===== config.mk =====
export PLATFORM = sky130hd
export DESIGN_NAME = mem_port_arbiter
export DESIGN_NICKNAME = d
export VERILOG_FILES = /design/src/rtl/mem_port_arbiter_pkg.sv /design/src/rtl/mem_port_arbiter_starve_counter.sv /design/src/rtl/mem_port_arbiter.sv
export SDC_FILE = /design/constraint.sdc
export NUM_CORES = 1
export LEC_CHECK = 0
export ABC_CLOCK_PERIOD_IN_PS = 2000
export BUFFER_PORTS_ARGS = -buffer_cell sky130_fd_sc_hd__buf_2
export CORE_MARGIN = 2
export CORE_UTILIZATION = 45
export CTS_CLUSTER_SIZE = 16
export DETAILED_ROUTE_END_ITERATION = 8
export PLACE_DENSITY = 0.77
export SYNTH_ARGS = -nofsm -noshare
export SYNTH_HDL_FRONTEND = slang
export SYNTH_HIERARCHICAL = 1
export SYNTH_SLANG_ARGS = --single-unit

===== constraint.sdc =====
create_clock -name clk -period 2 [get_ports clk]
set_input_delay 0.2 -clock clk [delete_from_list [all_inputs] [get_ports clk]]
set_output_delay 0.2 -clock clk [all_outputs]
set_load 0.01 [all_outputs]

===== src/rtl/mem_port_arbiter_pkg.sv =====
// Shared definitions for the CPU/debug memory port arbiter.
package mem_port_arbiter_pkg;

  // FSM state encodings (3-bit).
  typedef enum logic [2:0] {
    ST_IDLE    = 3'd0,
    ST_GNT_CPU = 3'd1,
    ST_GNT_DBG = 3'd2,
    ST_RD_CPU  = 3'd3,
    ST_RD_DBG  = 3'd4
  } arb_state_e;

  // Port identifiers used by the datapath mux.
  localparam logic PORT_CPU = 1'b0;
  localparam logic PORT_DBG = 1'b1;

  // Bits needed to hold a counter value of 0..max_val.
  function automatic int cnt_width(input int max_val);
    return (max_val < 1) ? 1 : $clog2(max_val + 1);
  endfunction

endpackage


===== src/rtl/mem_port_arbiter_starve_counter.sv =====
// Saturating up-counter tracking how many times DBG has lost to CPU in a row.
module starve_counter #(
  parameter int W = 3
) (
  input  logic         clk_i,
  input  logic         reset_i,   // synchronous, active low
  input  logic         inc_i,
  input  logic         clr_i,
  input  logic [W-1:0] sat_i,
  output logic [W-1:0] cnt_o
);

  logic [W-1:0] cnt_q, cnt_d;

  // Clear wins over increment; increment stops at the saturation value.
  always_comb begin
    cnt_d = cnt_q;
    if (clr_i)                         cnt_d = '0;
    else if (inc_i && (cnt_q < sat_i)) cnt_d = cnt_q + 1'b1;
  end

  // Counter register.
  always_ff @(posedge clk_i) begin
    if (!reset_i) cnt_q <= '0;
    else          cnt_q <= cnt_d;
  end

  assign cnt_o = cnt_q;

endmodule


===== src/rtl/mem_port_arbiter.sv =====
// Arbitrates a single-port synchronous RAM between the CPU datapath and a
// debug/program-loader port. CPU has fixed priority, DBG is forced in after
// MAX_WAIT consecutive CPU wins, and dbg_lock hands the bus to DBG exclusively.
module mem_port_arbiter
  import mem_port_arbiter_pkg::*;
#(
  parameter int AW       = 5,
  parameter int DW       = 8,
  parameter int MAX_WAIT = 4
) (
  input  logic          clk,
  input  logic          reset,
  input  logic          cpu_req,
  input  logic          cpu_we,
  input  logic [AW-1:0] cpu_addr,
  input  logic [DW-1:0] cpu_wdata,
  output logic          cpu_gnt,
  output logic          cpu_rvalid,
  output logic          cpu_stall,
  input  logic          dbg_req,
  input  logic          dbg_we,
  input  logic [AW-1:0] dbg_addr,
  input  logic [DW-1:0] dbg_wdata,
  output logic          dbg_gnt,
  output logic          dbg_rvalid,
  input  logic          dbg_lock,
  output logic [DW-1:0] rdata,
  output logic          mem_en,
  output logic          mem_we,
  output logic [AW-1:0] mem_addr,
  output logic [DW-1:0] mem_wdata,
  input  logic [DW-1:0] mem_rdata
);

  localparam int           CW      = cnt_width(MAX_WAIT);
  localparam logic [CW-1:0] MAX_CNT = CW'(MAX_WAIT);

  arb_state_e    state_q, state_d;
  logic          mem_en_q, mem_we_q;
  logic [AW-1:0] mem_addr_q;
  logic [DW-1:0] mem_wdata_q;
  logic [DW-1:0] rdata_q;

  logic          win_cpu, win_dbg, win_any;
  logic          sel_port;
  logic          req_we;
  logic [AW-1:0] req_addr;
  logic [DW-1:0] req_wdata;
  logic [CW-1:0] starve_cnt;
  logic          starve_inc, starve_clr;
  logic          in_idle, in_rd;

  assign in_idle = (state_q == ST_IDLE);
  assign in_rd   = (state_q == ST_RD_CPU) || (state_q == ST_RD_DBG);

  // Arbitration is only evaluated in IDLE; lock first, then CPU unless DBG is starved.
  always_comb begin
    win_cpu = 1'b0;
    win_dbg = 1'b0;
    if (in_idle) begin
      if (dbg_lock && dbg_req)
        win_dbg = 1'b1;
      else if (cpu_req && !dbg_lock && (!dbg_req || (starve_cnt < MAX_CNT)))
        win_cpu = 1'b1;
      else if (dbg_req)
        win_dbg = 1'b1;
    end
  end

  assign win_any  = win_cpu || win_dbg;
  assign sel_port = win_dbg ? PORT_DBG : PORT_CPU;

  // Request fields of whichever port won this cycle.
  always_comb begin
    req_we    = cpu_we;
    req_addr  = cpu_addr;
    req_wdata = cpu_wdata;
    if (sel_port == PORT_DBG) begin
      req_we    = dbg_we;
      req_addr  = dbg_addr;
      req_wdata = dbg_wdata;
    end
  end

  // Next-state logic: grant lasts one cycle, reads take one extra cycle for data.
  always_comb begin
    state_d = state_q;
    unique case (state_q)
      ST_IDLE: begin
        if (win_cpu)      state_d = ST_GNT_CPU;
        else if (win_dbg) state_d = ST_GNT_DBG;
      end
      ST_GNT_CPU: state_d = mem_we_q ? ST_IDLE : ST_RD_CPU;
      ST_GNT_DBG: state_d = mem_we_q ? ST_IDLE : ST_RD_DBG;
      ST_RD_CPU:  state_d = ST_IDLE;
      ST_RD_DBG:  state_d = ST_IDLE;
      default:    state_d = ST_IDLE;
    endcase
  end

  // State and RAM-side registers; mem_en/mem_we are only set for the grant cycle.
  always_ff @(posedge clk) begin
    if (!reset) begin
      state_q     <= ST_IDLE;
      mem_en_q    <= 1'b0;
      mem_we_q    <= 1'b0;
      mem_addr_q  <= '0;
      mem_wdata_q <= '0;
      rdata_q     <= '0;
    end else begin
      state_q  <= state_d;
      mem_en_q <= win_any;
      mem_we_q <= win_any && req_we;
      if (win_any) begin
        mem_addr_q  <= req_addr;
        mem_wdata_q <= req_wdata;
      end
      if (in_rd) rdata_q <= mem_rdata;
    end
  end

  // A CPU win against a waiting DBG counts toward starvation; DBG service or
  // an idle cycle without a DBG request resets the count.
  assign starve_inc = win_cpu && dbg_req;
  assign starve_clr = win_dbg || (in_idle && !dbg_req);

  starve_counter #(.W(CW)) u_starve (
    .clk_i   (clk),
    .reset_i (reset),
    .inc_i   (starve_inc),
    .clr_i   (starve_clr),
    .sat_i   (MAX_CNT),
    .cnt_o   (starve_cnt)
  );

  assign cpu_gnt    = (state_q == ST_GNT_CPU);
  assign dbg_gnt    = (state_q == ST_GNT_DBG);
  assign cpu_rvalid = (state_q == ST_RD_CPU);
  assign dbg_rvalid = (state_q == ST_RD_DBG);
  assign cpu_stall  = cpu_req && !cpu_gnt;

  assign mem_en    = mem_en_q;
  assign mem_we    = mem_we_q;
  assign mem_addr  = mem_addr_q;
  assign mem_wdata = mem_wdata_q;

  // The RAM only presents data during the RD cycle, so forward it alongside
  // rvalid and hold the captured copy afterwards.
  assign rdata = in_rd ? mem_rdata : rdata_q;

endmodule

Yosys cells after proc, flatten, opt, wreduce, memory -nomap -nowiden. Cells that the tools add are included.

Flip-flop bits (word level): 29. Latch bits: 0. RAM bits: 0. Memory bits (read-only): 0. Input port bits: 41. Output and inout bits: 28. Word-level logic and storage cells: 49. Memories: 0.

Add/sub/neg operators: 1. $mul: 0. Divide/modulo/power cells: 0. Magnitude comparators: 1. Equality and inequality tests: 5. Shifts and indexed selects: 0. Muxes and demuxes: 17. Bitwise operators: 1. Reduce and logical (&&, ||, !) cells: 17.

Operator list (count): two-way mux 8 bit (2); two-way mux 1 bit (9); two-way mux 3 bit (3); one-hot mux 3 bit (3 select lines) (1); logical AND 1 bit (8); equality test 3 x 2 -> 1 bit, second input constant (2); two-way mux 5 bit (1); logical OR 1 bit (4); adder 3 x 1 -> 3 bit, second input constant (1); equality test 3 x 1 -> 1 bit, second input constant (1); equality test 3 bit, second input constant (1); zero test 1 bit (3); zero test 3 bit (1); less-than comparator 3 bit, second input constant (1); != test 3 bit, second input constant (1); two-way mux 2 bit (1); OR reduction 2 bit (1); NOT 1 bit (1).

Logic depth before layout (Yosys ltp).
Depth after elaboration: 9. Depth in mapped cells: 8. Depth with buffers taken out: 6.

Hierarchy. The synthesis kept the hierarchy.

Modules (own cells, without submodules): mem_port_arbiter (times used 1, cells each 152, area each 1372.6 sq um, sequential area each 520.5 sq um); starve_counter (times used 1, cells each 21, area each 193.9 sq um, sequential area each 60.1 sq um).

Worst setup path before layout. Ideal clock, no wire load.

Path type: register -> register. Start: register state_q[2]. End: register u_starve.cnt_q[1] (netlist: u_starve/cnt_o[1]). Setup time: 0.114 ns. Data arrival time: 1.661 ns. Data required time: 1.886 ns. Path slack: 0.225 ns. Stages on the path, launching flop included: 9. Path buffers: 2. Clock period less this slack: 1.775 ns. Cells stage by stage: dfxtp_1 -> or3_4 -> buf_6 -> buf_6 -> nor4_1 -> and2b_2 -> o211ai_2 -> mux2i_1 -> nor2_1.

Cells in the longest elaborated chain, start to end: 4. Elaborated cells between the ends (all ways): 8. Those cells by class: mux: 2; reduce/logical: 6.

RTL lines: start: declaration (line mem_port_arbiter.sv:38) `arb_state_e state_q, state_d;`; start signal: assignment (line mem_port_arbiter.sv:111) `state_q <= state_d;`; zero test 3 bit (line mem_port_arbiter.sv:53) `assign in_idle = (state_q == ST_IDLE);`; two-way mux 1 bit (line mem_port_arbiter.sv:60) `if (in_idle) begin`; logical AND 1 bit (line mem_port_arbiter.sv:124) `assign starve_inc = win_cpu && dbg_req;`; net starve_inc (line mem_port_arbiter.sv:50) `logic starve_inc, starve_clr;`; logical AND 1 bit (line mem_port_arbiter_starve_counter.sv:19) `else if (inc_i && (cnt_q < sat_i)) cnt_d = cnt_q + 1'b1;`; end signal: assignment (line mem_port_arbiter_starve_counter.sv:25) `else cnt_q <= cnt_d;`; end: declaration (line mem_port_arbiter_starve_counter.sv:13) `logic [W-1:0] cnt_q, cnt_d;`.

The timed path passes the listed nets, and every way through them passes these cells. A chain may end at the register's enable or synchronous reset.

Worst setup path in the final report.
Start: register state_q[0]. End: output rdata[1].

Cells in the longest elaborated chain, start to end: 3. Elaborated cells between the ends (all ways): 4. Those cells by class: eq/ne: 2; mux: 1; reduce/logical: 1.

RTL lines: equality test 3 x 2 -> 1 bit / equality test 3 bit (equally long branches) (line mem_port_arbiter.sv:54) `assign in_rd = (state_q == ST_RD_CPU) || (state_q == ST_RD_DBG);`; logical OR 1 bit * (line mem_port_arbiter.sv:54); two-way mux 8 bit *; end: declaration (line mem_port_arbiter.sv:27) `output logic [DW-1:0] rdata,`.

Every way passes the cells marked *; elsewhere a longest branch is shown, timed or not.

==> run summary <==
nets@finish: 286
clock slew at reported path FFs: 0.10 ns
largest family of logic cells by synthesized area: compound AO/OA/AOI/OAI gates
required time of the critical path: 1.80 ns
fin crit share: 93.2%
I/O pin cnt: 69
type of the most critical hold path: in -> reg
P_sw: 472 uW
Final GP Congestion: 0.778
WL/cell: 12.4 um
Die Y: 63 um
Die W: 63 um
final hold vios: 0
gr busiest metal: met2
critical path fanouts, max: 9
worst clock skew: 0.0112 ns
leakage: 0.00102 uW
placed cell area: 1930 sq um
drt total wl: 3.59 mm
Die ar.: 3970 sq um
Synth top area share: 37.1%
gr ovfl total: 0
I/O Buffers: 68
Synth Area in XOR/XNOR: 1.12%
Yosys cell types: 38
Core ar.: 3340 sq um
final antenna-violating net count: 0
Cell Count, Final, Fillers Out: 289
EDFF count, synth: 0
max frequency: 536 MHz
CTS max path bufs: 2
GRT Util Overall: 19.0%
Setup Buffers After CTS: 0
first-pass GRT wire length: 5.95 mm
Slew headroom: 55.7%
mux cell area share after synthesis: 0.639%
Residual DRC: 0
Finish-stage setup viols: 0
crit path launch type: flop
status: finished, final reports clean
CP arrival: 1.66 ns
area grow syn2layout: 26.6%
Gate power share: 28.3%
Final TNS setup: 0 ns
antenna violations before repair: 0
min cycle time layout: 1.86 ns
CTS tree: yes
top-count cell post-synth: inv_1
largest net degree at the start of global routing: 21
FP Rows: 21
Cell Int Power: 941 uW
RSZ-0062 raised after global routing: no
HPWL after DPL: 2.64 mm
met2 Use GR: 31.5%
Gate Count Post-Synth: 173
clock power share: 24.8%
Max-Cap Viols: 0
Root Driver: clkbuf_4
Worst VDD drop: 0.363 mV
Yosys reg bits: 29
vias in the first global route: 1352
Initial Util: 46.9%
Mapped Area: 1570 sq um
compound-cell area share of the yosys netlist: 30.6%
sequential area share after synthesis: 37.1%
Final Max Slew Viols: 0
cell area after layout: 1980 sq um
Initial DRC Count: 52
Synth area leader: dfxtp_1
ys async rst share: 0%
Sw Share: 33.4%
Sink Count: 29
fillers: 327
predominant post-synthesis flop cell: dfxtp_1
vias per cell: 4.99
drt pass-1 iters: 4
layout cells sized above 1: 42.8%
top cells by area, synth: dfxtp_1 (37%), a221oi_2 (8.6%), inv_1 (7.7%)
Setup CP Type: reg -> out
sequential fraction of design power: 47.0%
met3 Usage GRT: 5.59%
syn_area_per_cell: 9.05 sq um
clk_lat worst skew: 0.34 ns
M1 GR Usage: 22.5%
dpl cells: 281
H-tree depth: 2
cts bufs inserted: 5
Worst Tran Pin Value: 0.665 ns
Post-Synth Simple-Gate Area: 15.3%
Synth Area in Adders: 2.40%
Power Density: 712 nW/um^2
antenna diode count: 0
Via Count: 1443
crit end category: output pin
Synth Warn #: 6
most instantiated cells after synthesis: inv_1 (32), dfxtp_1 (29), nand2_1 (10)
cell usage in the layout, fill, tap and decap left out, drive strengths merged, types with 2 or more instances in the layout:
cell,instances
nor2b,3
nor4,3
clkbuf,6
o21ba,2
buf,72
nand3,8
ha,3
clkinv,2
nor2,5
inv,33
o21ai,8
a221oi,13
nand2,10
xor2,2
a21oi,9
conb,3
nor3,2
dfxtp,29
nor3b,2
o41ai,13
nand2b,3
registers in the layout (all words and copies together), names as in the netlist:
| signal | cells |
|---|---|
| mem_wdata | 8 |
| u_starve/cnt_o | 3 |
| rdata_q | 8 |
| mem_we | 1 |
| state_q | 3 |
| mem_addr | 5 |
| mem_en | 1 |
cell type report:
class	count	area, sq um	share of cell area, %
Clock buffer	6	41.3	2.08
Clock inverter	2	10.0	0.505
Multi-Input combinational cell	101	798	40.3
Sequential cell	29	582	29.3
Inverter	33	124	6.25
Tap cell	46	57.6	2.90
Timing Repair Buffer	72	370	18.7
power by group through the flow:
stage	clock network [uW]	registers [uW]	logic [uW]
detailed placement	0	677	399
CTS	352	664	402
floorplan	0	695	259
finish	350	664	399
global placement	0	674	394
global route	377	671	440
metal layers:
metal | routed length, um | vias to the layer above
li1 | - | 748
met1 | 1630 | 649
met2 | 1690 | 39
met3 | 207 | 7
met4 | 59 | 0
met5 | 0 | -
through the flow:
stage                     power (uW)  utilization (%)  setup slack, ns  hold slack (ns)
after floorplan                  954                -            0.225            0.332
after global placement          1070             57.8            0.306            0.450
after detailed placement        1080             57.8            0.250            0.453
after CTS                       1420             59.4           0.0781           0.0971
after global routing            1490             59.4           0.0300            0.101
final                           1410             59.4            0.136           0.0942
worst max-delay path, stage by stage (launching register included):
cell and delay [ns]:
dfxtp_1 0.37, or3b_4 0.48, inv_2 0.15, o21ai_0 0.12
nand2_1 0.09, buf_2 0.13
repair_timing:
item / in CTS / in global routing
endpoints found under the setup margin: 5 / 8
hold endpoints to repair: 0 / 0
hold buffers: 0 / 0
gates resized for setup: 1 / 1
worst paths after layout:
| path | start | endpoint | slack (ns) | depth (start not counted) |
|---|---|---|---|---|
| setup / recovery | state_q[0]$_SDFFE_PN0P_ | rdata[1] | 0.14 | 5 |
| hold / removal | dbg_addr[0] | mem_addr[0]$_SDFFE_PN0P_ | 0.09 | 3 |
| setup reg to reg | state_q[0]$_SDFFE_PN0P_ | u_starve/cnt_o[2]$_SDFFE_PP0P_ | 0.26 | 6 |
| hold reg to reg | mem_we$_SDFF_PN0_ | state_q[2]$_SDFFE_PN0P_ | 0.46 | 1 |
cells by family after synthesis:
family,count (synthesis)
adders and majority gates,3
buffers and inverters,44
other,2
DFF,29
xor gates and xnor gates,2
and+or+nand+nor,42
AOI/OAI and AO/OA,50
muxes,1
(Power assumes the default switching activity.)
